[src/rtl/pc_unit.sv]
// Program counter with conditional/unconditional load, alignment check,
// exception redirect with EPC capture, and a circular return-address stack.
module pc_unit #(
    parameter int unsigned            WIDTH        = 32,
    parameter logic [WIDTH-1:0]       RESET_VECTOR = '0,
    parameter logic [WIDTH-1:0]       EXC_VECTOR   = WIDTH'(32'h0000_00FC),
    parameter int unsigned            RAS_DEPTH    = 4
) (
    input  logic             clk,
    input  logic             reset_n,
    input  logic             pc_write,
    input  logic             pc_write_cond,
    input  logic             zero,
    input  logic [1:0]       pc_src,
    input  logic [WIDTH-1:0] branch_target,
    input  logic [WIDTH-1:0] jump_target,
    input  logic [WIDTH-1:0] reg_target,
    input  logic             exc_req,
    input  logic             ras_push,
    input  logic             ras_pop,
    output logic [WIDTH-1:0] pc,
    output logic [WIDTH-1:0] epc,
    output logic [WIDTH-1:0] ras_top,
    output logic             ras_empty,
    output logic             ras_full,
    output logic             ras_ovf,
    output logic             ras_unf,
    output logic             misalign
);

    localparam int unsigned PW = $clog2(RAS_DEPTH);

    logic [WIDTH-1:0] seq_pc;
    logic [WIDTH-1:0] sel_pc;
    logic             load;
    logic             bad_align;

    logic [WIDTH-1:0] ras_mem [RAS_DEPTH];
    logic [PW-1:0]    top_ptr, top_nxt, wr_idx;
    logic [PW:0]      cnt, cnt_nxt;
    logic             wr_en, set_ovf, set_unf;
    logic             do_push, do_pop;

    // Next-PC candidate selection and load qualification
    always_comb begin
        seq_pc = pc + WIDTH'(4);
        sel_pc = seq_pc;
        case (pc_src)
            2'b00: sel_pc = seq_pc;
            2'b01: sel_pc = branch_target;
            2'b10: sel_pc = jump_target;
            2'b11: sel_pc = reg_target;
            default: sel_pc = seq_pc;
        endcase
        load      = pc_write | (pc_write_cond & zero);
        bad_align = sel_pc[1:0] != 2'b00;
    end

    // PC, EPC and misalign pulse; exception overrides any load
    always_ff @(posedge clk or negedge reset_n) begin
        if (!reset_n) begin
            pc       <= RESET_VECTOR;
            epc      <= '0;
            misalign <= 1'b0;
        end else if (exc_req) begin
            pc       <= EXC_VECTOR;
            epc      <= pc;
            misalign <= 1'b0;
        end else begin
            misalign <= load & bad_align;
            if (load && !bad_align)
                pc <= sel_pc;
        end
    end

    assign ras_empty = (cnt == '0);
    assign ras_full  = (cnt == (PW+1)'(RAS_DEPTH));
    assign do_push   = ras_push & ~exc_req;
    assign do_pop    = ras_pop  & ~exc_req;

    // RAS next state; a push always lands at top+1, which on a full stack
    // is exactly the oldest slot, so overflow needs no special addressing
    always_comb begin
        top_nxt = top_ptr;
        cnt_nxt = cnt;
        wr_en   = 1'b0;
        wr_idx  = top_ptr + PW'(1);
        set_ovf = 1'b0;
        set_unf = 1'b0;
        if (do_push && do_pop && !ras_empty) begin
            wr_en  = 1'b1;
            wr_idx = top_ptr;
        end else if (do_push) begin
            wr_en   = 1'b1;
            top_nxt = top_ptr + PW'(1);
            if (ras_full) set_ovf = 1'b1;
            else          cnt_nxt = cnt + 1'b1;
        end else if (do_pop) begin
            if (ras_empty) begin
                set_unf = 1'b1;
            end else begin
                top_nxt = top_ptr - PW'(1);
                cnt_nxt = cnt - 1'b1;
            end
        end
    end

    // RAS pointer, occupancy and sticky error flags
    always_ff @(posedge clk or negedge reset_n) begin
        if (!reset_n) begin
            top_ptr <= '0;
            cnt     <= '0;
            ras_ovf <= 1'b0;
            ras_unf <= 1'b0;
        end else begin
            top_ptr <= top_nxt;
            cnt     <= cnt_nxt;
            if (set_ovf) ras_ovf <= 1'b1;
            if (set_unf) ras_unf <= 1'b1;
        end
    end

    // RAS entry storage; contents are hidden while the stack is empty
    always_ff @(posedge clk) begin
        if (wr_en && reset_n)
            ras_mem[wr_idx] <= seq_pc;
    end

    assign ras_top = ras_empty ? '0 : ras_mem[top_ptr];

endmodule

[config.mk]
export PLATFORM = sky130hd
export DESIGN_NAME = pc_unit
export DESIGN_NICKNAME = d
export VERILOG_FILES = /design/src/rtl/pc_unit.sv
export SDC_FILE = /design/constraint.sdc
export NUM_CORES = 1
export LEC_CHECK = 0
export CAP_MARGIN = 25
export CORE_MARGIN = 3
export CORE_UTILIZATION = 35
export CTS_CLUSTER_SIZE = 30
export DETAILED_ROUTE_END_ITERATION = 10
export GPL_TIMING_DRIVEN = 0
export PLACE_DENSITY = 0.73
export SLEW_MARGIN = 20
export SYNTH_ARGS = -nofsm -noshare
export SYNTH_HDL_FRONTEND = slang
export SYNTH_SLANG_ARGS = --single-unit
[constraint.sdc]
create_clock -name clk -period 3.1 [get_ports clk]
set_clock_uncertainty 0.15 [all_clocks]
set_input_delay 0.31 -clock clk [delete_from_list [all_inputs] [get_ports clk]]
set_output_delay 0.31 -clock clk [all_outputs]
set_load 0.01 [all_outputs]
== Word level (Yosys, flattened, before mapping) ==
Memory sizes are Yosys's and may differ from the RTL's.
Index checks and enable logic that the tools add are counted.
W data, S select, Z words.

* Register bits: 72
* RAM bits: 128
* Input bits: 106
* Output and inout bits: 101
* Logic and storage cells: 63
* Memories: 1

* $add $sub $neg: 5
* Equal/unequal tests: 6
* Multiplexer cells: 24
* Bitwise operators: 7
* Reductions and logical operators: 13

{| class="wikitable"
|+ Memory list
! name !! depth !! width !! read ports !! clocked after memory_dff !! wr ports !! RTL line !! RTL
|-
| ras_mem || 4 || 32 || 1 || 0 || 1 || 38 || <nowiki>logic [WIDTH-1:0] ras_mem [RAS_DEPTH];</nowiki>
|}

{| class="wikitable"
|+ Operator list
! operator !! count
|-
| $pmux W32 S4 || 1
|-
| $mux W32 || 3
|-
| $add A32 B3 Y32 const B || 1
|-
| $mux W1 || 12
|-
| $mux W3 || 4
|-
| $mux W2 || 4
|-
| $reduce_bool A2 Y1 || 3
|-
| $and A1 B1 Y1 || 4
|-
| $eq A2 B2 Y1 const B || 2
|-
| $logic_and A1 B1 Y1 || 4
|-
| $reduce_and A4 Y1 || 1
|-
| $add A3 B1 Y3 const B || 1
|-
| $eq A3 B3 Y1 const B || 1
|-
| $logic_not A3 Y1 || 1
|-
| $reduce_and A3 Y1 || 1
|-
| $sub A3 B1 Y3 const B || 1
|-
| $add A2 B1 Y2 const B || 1
|-
| $eq A2 B1 Y1 const B || 1
|-
| $logic_not A1 Y1 || 2
|-
| $logic_not A2 Y1 || 1
|-
| $ne A2 B1 Y1 const B || 1
|-
| $ne A2 B2 Y1 const B || 1
|-
| $not A1 Y1 || 2
|-
| $sub A2 B1 Y2 const B || 1
|-
| $or A1 B1 Y1 || 1
|}

== Depth between registers and ports, before layout ==
* Depth after elaboration: 8
* Mapped depth: 9
* Mapped depth without buffers: 6

== Worst setup path before layout ==
OpenSTA, ideal clock, no wires.

* Path type: reg2reg
* Start point: register top_ptr[1]
* End point: memory ras_mem[2][0], enable pin
* Arrival: 2652 ps
* Data required time: 2518 ps
* Setup slack: -134 ps
* Stages on the path, launching flop included: 5
* Buffers on the path: 1
* Period minus slack after synthesis: 3234 ps
* Cell sequence: dfrtp_1 -> clkbuf_1 -> inv_1 -> or3_1 -> a21oi_1

* Longest elaborated chain between the ends: 2

{| class="wikitable"
|+ Ends and longest elaborated chain
! item !! RTL line !! RTL
|-
| start: declaration || 39 || <nowiki>logic [PW-1:0] top_ptr, top_nxt, wr_idx;</nowiki>
|-
| start signal: assignment || 116 || <nowiki>top_ptr <= top_nxt;</nowiki>
|-
| $add A2 B1 Y2 || 87 || <nowiki>wr_idx = top_ptr + PW'(1);</nowiki>
|-
| $mux W2 * || 90 || <nowiki>if (do_push && do_pop && !ras_empty) begin</nowiki>
|-
| end: declaration || 38 ||
|}

Every way passes the cells marked *; elsewhere a longest branch is shown, timed or not.

== Final worst setup path ==
* Start point: register top_ptr[0]
* End point: output ras_top[23]

* Longest elaborated chain between the ends: 2

{| class="wikitable"
|+ Ends and longest elaborated chain
! item !! RTL line !! RTL
|-
| $mem_v2 Z4 W32 || - ||
|-
| $mux W32 || 129 || <nowiki>assign ras_top = ras_empty ? '0 : ras_mem[top_ptr];</nowiki>
|-
| end: declaration || 23 || <nowiki>output logic [WIDTH-1:0] ras_top,</nowiki>
|}

No other way between the ends.

==> out/metrics.yaml <==
cp-start-kind: "flop"
criticalPathCategory: "flop to output port"
post_cts_buffers: 0
ys.flop_type: "edfxtp_1"
multi_input_area_um2: 3550
clock-sinks: 200
insertion_delay_ns: 0.43
synth_edf_count: 128
critPathBufInv: 2
ys_warn_count: 0
die_area_um2: 29000
grt_usage: 0.187
crit_required_ns: 2.64
die_w_um: 170
busiest_layer: "met2"
grt_pass1_vias: 6814
reg2reg_setup_slack_ns: 0.38
gp_congestion: 0.893
syn_inst: 672
dr.pass1.iters: 5
drt_first_iter_violations: 511
area_growth_pct: 34.3
die_h_um: 170
reg2reg_from: "pc[5]"
antenna_found_initial: 0
rsz0062_at_grt: "false"
layout_common_cells: "clkdlybuf4s50_1 (204), edfxtp_1 (128), dfrtp_1 (72), nand2_1 (45), mux4_2 (38)"
vias: 6636
core_um2: 26300
syn_nets: 780
grt_use_met3: 0.0400
routed_wl_mm: 26.6
critical_path_arrival_ns: 2.47
grt_max_degree: 45
clk_path_buf_depth: 2
initial_core_util: 0.359
clk_pin_slew_ns: 0.07
synth.distinct_cells: 67
diodes: 0
drtAntennaViolNets: 0
vias_per_cell: 5.31
drive_gt1_frac: 0.173
avgSynthCellArea_um2: 14.1
grt_pass1_wl_mm: 40.5
wl_per_cell_um: 21.3
finalNetCount: 1010
final_cells: 1250
max_stage_delay_ns: 0.60
drc: 0
place_hpwl_mm: 20.4
rows: 59
worstMarginPinSlew_ns: 0.718
post-route-period-util: 0.945
met1_usage: 0.243
ys_ff_latch: 200
tns_ns: 0
cts_buffers: 17
synth.top_cell.area_share: 0.407
worstSetupEndpointType: "output port"
yosysTopAreaCell: "edfxtp_1"
cp_top_family: "buffers and inverters"
layout.cells.most_common: "clkdlybuf4s50_1"
htreeDepth: 4
ir_drop_mv: 0.355
fmax_mhz: 341
reg2reg_to: "ras_mem[0][31]"
cpMaxStageDelayCell: "mux4_2"
setup_viol: 0
ioPinCount: 207
slew_headroom: 0.520
final-max-slew-violation-count: 0
synthArstFlopShare: 0.360
syn-cell-area_um2: 9440
pwr_density_cell_nw_per_um2: 658
grt_use_met2: 0.306
port_buffers: 205
cts_tree: "built"
netlist_top_cells_area: "edfxtp_1 (41%), dfrtp_1 (19%), mux4_2 (9.1%), mux2_2 (3.9%), mux2i_1 (2.5%)"
fin_crit_ns: 2.93
status: "finished clean"
crit_fanout: 10
fillers: 2314
gr-total-overflow: 0
synth.yosys.seq_area_share: 0.598
path_cells: "buf_2 > mux4_2 > nor2b_1 > clkdlybuf4s50_1"
seq_area_um2: 5650
reg2regPathDepth: 6
hp-class: "input port to asynchronous set/reset pin"
p_leak_nw: 4.63
hold_violations: 0
cts_root_buf: "clkbuf_16"
cap_violations: 0
place_inst: 1218
-- per-layer routing --
metal,wire length (µm),vias up,share of wire
met2,12800,286,0.48
met1,11100,3234,0.41
li1,-,3061,-
met3,2000,55,0.075
met5,0,-,0
met4,818,0,0.031
-- logic make-up after synthesis --
| kind of cell | Yosys count | share of synthesized area |
|---|---|---|
| adder cells (fa/ha/maj) | 2 | 0.00344 |
| multiplexers | 95 | 0.155 |
| XOR/XNOR | 26 | 0.0241 |
| flip-flops | 200 | 0.598 |
| AO/OA/AOI/OAI | 109 | 0.0815 |
| AND/OR/NAND/NOR | 181 | 0.107 |
| buffers and inverters | 59 | 0.0303 |
-- flip-flops by register name, summed over array words and instances, names as in the netlist --
signal	cells
cnt	3
epc	32
misalign	1
pc	32
ras_mem	128
ras_ovf	1
ras_unf	1
top_ptr	2
-- where the power goes --
group          internal (W)  switching [W]  total, W
clock               0.00127       0.000956   0.00222
combinational       0.00154        0.00130   0.00284
sequential          0.00311       0.000179   0.00329
total               0.00591        0.00244   0.00835
-- what timing repair did --
action	CTS	global route
resized for setup	9	3
endpoints found under the hold margin	30	0
hold buffers	1	0
setup endpoints to repair	28	28
pin swaps	0	0
-- through the flow --
stage	area, µm²	power (W)	utilization	setup WS (ns)	hold WS [ns]
floorplan	9450	0.00477	-	-0.00892	-0.136
global placement	11900	0.00615	0.454	-3.70	0.303
detailed placement	12100	0.00623	0.460	0.111	0.134
CTS	12700	0.00845	0.483	0.0103	0.214
global route	12700	0.00875	0.483	0.0199	0.235
finish	12700	0.00835	0.483	0.170	0.209
-- area by class of cell --
| type | count | area share |
|---|---|---|
| timing repair buffer | 212 | 0.173 |
| tap | 335 | 0.0331 |
| clock inverter | 13 | 0.0118 |
| clock buffer | 19 | 0.0341 |
| multi-input combinational | 413 | 0.280 |
| buffer | 42 | 0.0182 |
| sequential | 200 | 0.445 |
| inverter | 16 | 0.00474 |
-- worst max path at each step --
stage | startpoint | end | cells past startpoint
floorplan | cnt[2] | ras_mem[1][0] | 4
global placement | reset_n | ras_mem[1][4] | 3
detailed placement | pc_src[1] | pc[25] | 8
CTS | top_ptr[1] | ras_top[19] | 5
global route | top_ptr[0] | ras_top[19] | 4
finish | top_ptr[0] | ras_top[23] | 4
-- Yosys cell counts (6+ instances only) --
master,count
nor2_1,21
mux2i_1,24
buf_2,10
o21ai_0,16
nand2_1,45
edfxtp_1,128
mux4_2,38
dfrtp_1,72
xnor2_1,20
or2_2,7
or3_1,8
inv_1,16
a21o_1,8
mux2_2,33
a21oi_1,24
nand3_1,17
o31ai_1,6
nor3_1,9
xor2_1,6
nor2b_1,33
buf_1,8
clkbuf_1,16
Note: power is estimated with default switching activity, not from simulation.
